## src/rtl/router_port_arbiter.sv

```systemverilog
// Round-robin packet arbiter for one shared router output port with registered-owner steering.
// Define ARB_TIMEOUT_EN to force release after MAX_HOLD beats of a single grant.
module router_port_arbiter #(
    parameter int unsigned N_REQ    = 4,
    parameter int unsigned DATA_W   = 8,
    parameter int unsigned MAX_HOLD = 16
) (
    input  logic                    clk,
    input  logic                    rst_n,
    input  logic [N_REQ-1:0]        req,
    input  logic [N_REQ-1:0]        last,
    input  logic [N_REQ*DATA_W-1:0] in_data,
    input  logic                    out_ready,
    output logic [N_REQ-1:0]        gnt,
    output logic                    out_valid,
    output logic [DATA_W-1:0]       out_data,
    output logic                    out_last,
    output logic                    busy,
    output logic                    timeout
);

    localparam int unsigned PW = (N_REQ > 1) ? $clog2(N_REQ) : 1;

    typedef enum logic {StIdle, StOwn} state_e;

    state_e            state_q, state_d;
    logic [PW-1:0]     owner_q, owner_d;
    logic [PW-1:0]     rr_ptr_q, rr_ptr_d;
    logic [N_REQ-1:0]  gnt_q, gnt_d;
    logic              beat;
    logic              force_rel;
    logic              any_req;
    logic [PW-1:0]     winner;
    logic [PW-1:0]     cand;
    logic [DATA_W-1:0] data_arr [N_REQ];

    always_comb begin
        for (int k = 0; k < int'(N_REQ); k++) begin
            data_arr[k] = in_data[k*DATA_W +: DATA_W];
        end
    end

    // First set request at or after rr_ptr, wrapping around.
    always_comb begin
        any_req = 1'b0;
        winner  = '0;
        cand    = '0;
        for (int unsigned i = 0; i < N_REQ; i++) begin
            cand = PW'((32'(rr_ptr_q) + i) % N_REQ);
            if (!any_req && req[cand]) begin
                any_req = 1'b1;
                winner  = cand;
            end
        end
    end

    assign busy      = (state_q == StOwn);
    assign gnt       = gnt_q;
    assign out_valid = busy & req[owner_q];
    assign out_data  = busy ? data_arr[owner_q] : '0;
    assign out_last  = busy & last[owner_q];
    assign beat      = out_valid & out_ready;

`ifdef ARB_TIMEOUT_EN
    localparam int unsigned HW = $clog2(MAX_HOLD + 1);

    logic [HW-1:0] hold_q, hold_d;
    logic          timeout_q;

    assign force_rel = beat & ~out_last & (hold_q == HW'(MAX_HOLD - 1));
    assign timeout   = timeout_q;

    // Held at zero while idle so every grant starts counting from zero; saturates.
    always_comb begin
        hold_d = hold_q;
        if (state_q == StIdle) begin
            hold_d = '0;
        end else if (beat && (hold_q != {HW{1'b1}})) begin
            hold_d = hold_q + 1'b1;
        end
    end

    always_ff @(posedge clk or negedge rst_n) begin
        if (!rst_n) begin
            hold_q    <= '0;
            timeout_q <= 1'b0;
        end else begin
            hold_q    <= hold_d;
            timeout_q <= force_rel;
        end
    end
`else
    assign force_rel = 1'b0;
    assign timeout   = 1'b0;
`endif

    always_comb begin
        state_d  = state_q;
        owner_d  = owner_q;
        rr_ptr_d = rr_ptr_q;
        gnt_d    = gnt_q;
        case (state_q)
            StIdle: begin
                if (any_req) begin
                    state_d = StOwn;
                    owner_d = winner;
                    gnt_d   = N_REQ'(1) << winner;
                end
            end
            StOwn: begin
                if ((beat & out_last) | ~req[owner_q] | force_rel) begin
                    state_d  = StIdle;
                    gnt_d    = '0;
                    rr_ptr_d = (owner_q == PW'(N_REQ - 1)) ? '0 : owner_q + 1'b1;
                end
            end
            default: begin
                state_d = StIdle;
                gnt_d   = '0;
            end
        endcase
    end

    always_ff @(posedge clk or negedge rst_n) begin
        if (!rst_n) begin
            state_q  <= StIdle;
            owner_q  <= '0;
            rr_ptr_q <= '0;
            gnt_q    <= '0;
        end else begin
            state_q  <= state_d;
            owner_q  <= owner_d;
            rr_ptr_q <= rr_ptr_d;
            gnt_q    <= gnt_d;
        end
    end

endmodule
```

## config.mk

```make
export PLATFORM = sky130hd
export DESIGN_NAME = router_port_arbiter
export DESIGN_NICKNAME = d
export VERILOG_FILES = /design/src/rtl/router_port_arbiter.sv
export SDC_FILE = /design/constraint.sdc
export NUM_CORES = 1
export LEC_CHECK = 0
export BUFFER_PORTS_ARGS = -buffer_cell sky130_fd_sc_hd__buf_4
export CAP_MARGIN = 40
export CORE_MARGIN = 1
export CORE_UTILIZATION = 36
export CTS_BUF_LIST = sky130_fd_sc_hd__clkbuf_16
export DETAILED_ROUTE_END_ITERATION = 12
export PLACE_DENSITY = 0.75
export SYNTH_ARGS = -nofsm -noshare
export SYNTH_HDL_FRONTEND = slang
export SYNTH_SLANG_ARGS = --single-unit
```

## constraint.sdc

```tcl
create_clock -name clk -period 1.6 [get_ports clk]
set_input_delay 0.32 -clock clk [delete_from_list [all_inputs] [get_ports clk]]
set_output_delay 0.32 -clock clk [all_outputs]
set_load 0.02 [all_outputs]
```

==> flow_summary.json <==
{
  "status": "complete, but fails checks",
  "violations": "negative setup slack",
  "cp.required_ns": 1.28,
  "multi_input_area_um2": 607,
  "ys_types": 32,
  "clkLatencyLatePin_ns": 0.24,
  "seqCellArea_um2": 226,
  "worstReg2RegStart": "owner_q[0]",
  "ant_nets": 0,
  "ff2ff_path_depth": 6,
  "finalHoldViolCount": 0,
  "numCtsBuffers": 3,
  "synth_top_cell_area_share_pct": 27.1,
  "synth.most_common_cell": "dfrtp_1",
  "ys_seq_area_share_pct": 27.1,
  "core-area_um2": 2190,
  "syn_to_final_growth_pct": 87.4,
  "cts_root_buf": "clkbuf_16",
  "clk_pin_slew_worst_paths_ns": 0.04,
  "htree_levels": 1,
  "peakVddDrop_v": 0.00152,
  "vias": 902,
  "die_y_um": 50.1,
  "ys.flop_type": "dfrtp_1",
  "preCtsSetupSlack_ns": -0.125,
  "grt_pass1_vias": 840,
  "startpoint_type": "flip-flop",
  "setup-violations-final": 16,
  "portBuffers": 57,
  "synthesis.nets": 116,
  "maxCapViolCount": 0,
  "grtUsageTotal_pct": 21.2,
  "clock.fmax_mhz": 524,
  "ys_async_sr_fraction_pct": 100,
  "clockBufferDepth": 2,
  "fill_cells": 149,
  "grt_pass1_wl_um": 3970,
  "tns_ns": -3.46,
  "setup_ws_ns": -0.309,
  "slew_viol_final": 0,
  "drt-total-wl_um": 2680,
  "wl_per_cell_um": 15.9,
  "synth-seq-cells": 9,
  "netlist_instances": 72,
  "initial_utilization_pct": 38.0,
  "hold_class": "input pin to async pin",
  "power.density_nw_per_um2": 1990,
  "hold_ws_ns": 0.436,
  "nets": 186,
  "rr_endpoint": "rr_ptr_q[1]",
  "p_leak_nw": 0.759,
  "drtIter0Drc": 21,
  "ys_top_cells_by_area": "dfrtp_1 27%, mux4_2 19%, mux4_1 6.3%",
  "grt_overflow": 0,
  "ff2ff_setup_slack_ns": -0.16,
  "post-route-drc-count": 0,
  "endpoint_kind": "primary output",
  "die_w_um": 50.1,
  "drive_gt1_share_pct": 74.5,
  "antenna_found_initial": 0,
  "cp_data_arrival_time_ns": 1.59,
  "synth_top_cells_by_count": "9 x dfrtp_1, 8 x and2_1, 7 x mux4_2",
  "grt_max_degree": 14,
  "num_io_pins": 59,
  "antenna_cells": 0,
  "row_count": 17,
  "die-area_um2": 2510,
  "synth-edff-count": 0,
  "cts_tree": "yes",
  "syn_avg_cell_area_um2": 11.6,
  "skew_ns": 0.00428,
  "vias_per_cell": 5.34,
  "dr.pass1.iters": 4,
  "min_period_ns": 1.91,
  "crit_type": "flip-flop to primary output",
  "gp_congestion": 0.828,
  "yosys.area.top_type": "dfrtp_1",
  "netlist_area_um2": 832,
  "clock-sinks": 9,
  "rsz0062_at_grt": "yes",
  "yosysWarnings": 0,
  "crit_fanout": 7,
  "post-route-period-util_pct": 119,
  "dp_hpwl_um": 1940
}
==> cells in the final DEF, fill, tap and decap left out, drive strengths merged <==
| cell type | n |
|---|---|
| nor2 | 3 |
| buf | 70 |
| dfrtp | 9 |
| a21o | 3 |
| nand2 | 5 |
| mux2i | 3 |
| o22ai | 1 |
| mux2 | 2 |
| o21ai | 4 |
| mux4 | 9 |
| a32o | 4 |
| dlygate4sd3 | 1 |
| nor2b | 1 |
| nor3b | 1 |
| clkinv | 1 |
| a31oi | 1 |
| and2 | 8 |
| and3 | 1 |
| a211o | 1 |
| clkbuf | 3 |
| conb | 1 |
| nand2b | 4 |
| nand3b | 1 |
| and4b | 1 |
| inv | 2 |
| ha | 1 |
==> sequential cells by signal, indices dropped and copies added (netlist names) <==
name      flops
owner_q       2
gnt           4
rr_ptr_q      2
busy          1
==> worst max path at each step <==
stage / startpoint / to / slack (ns) / depth (start not counted)
2_1_floorplan: owner_q[0] / out_data[1] / -0.006 / 4
3_3_place_gp: owner_q[0] / out_data[7] / -0.1 / 4
3_5_place_dp: owner_q[0] / out_valid / -0.13 / 5
4_1_cts: owner_q[0] / out_data[7] / -0.32 / 4
5_1_grt: owner_q[0] / out_data[7] / -0.35 / 4
6_report: owner_q[0] / out_data[7] / -0.31 / 4
==> area by class of cell <==
type | instances | share of cell area (%)
Multi-Input combinational cell | 55 | 38.9
Timing Repair Buffer | 71 | 38.5
Sequential cell | 9 | 14.5
Clock buffer | 3 | 4.82
Tap cell | 28 | 2.25
Inverter | 2 | 0.642
Clock inverter | 1 | 0.321
==> through the flow <==
step	cell area, µm²	cells	power, mW	utilization (%)
6_report	1560	169	3.11	71.2
5_1_grt	1560	169	3.27	71.2
4_1_cts	1500	166	2.97	68.5
3_5_place_dp	1320	156	2.23	60.0
3_3_place_gp	1320	156	2.19	60.0
2_1_floorplan	858	72	1.68	-
==> metal layers <==
metal / part of all wire, % / global-route usage, %
met1: 37 / 24.5
met2: 53 / 38.4
met3: 9.9 / 4.63
met4: 0.52 / 5.71
met5: 0 / 0
==> power breakdown <==
part / leakage [nW] / internal, mW / switching, mW / total [mW]
clock network: 0.0409 / 0.329 / 0.112 / 0.442
registers: 0.112 / 0.341 / 0.152 / 0.493
logic: 0.606 / 1.29 / 0.880 / 2.17
total: 0.759 / 1.97 / 1.14 / 3.11
==> kinds of logic after synthesis <==
kind of cell | count (synthesis) | share of synthesized area (%)
and+or+nand+nor | 25 | 17.4
AOI/OAI and AO/OA | 14 | 14.7
muxes | 14 | 32.5
DFF | 9 | 27.1
buffers and inverters | 8 | 6.31
adders and majority gates | 1 | 1.50
other | 1 | 0.451
==> critical path: stages, from the launching register on <==
cell and delay (ns):
dfrtp_1 0.40, buf_12 0.15, mux4_2 0.51, and2_4 0.18, buf_6 0.12
==> timing repair <==
item,4_1_cts,5_1_grt
hold endpoints to repair,9,0
hold buffers,1,0
pin swaps,6,0
resized for setup,22,7
setup buffers,5,4
endpoints found under the setup margin,16,16
Note: power is estimated with default switching activity, not from simulation.
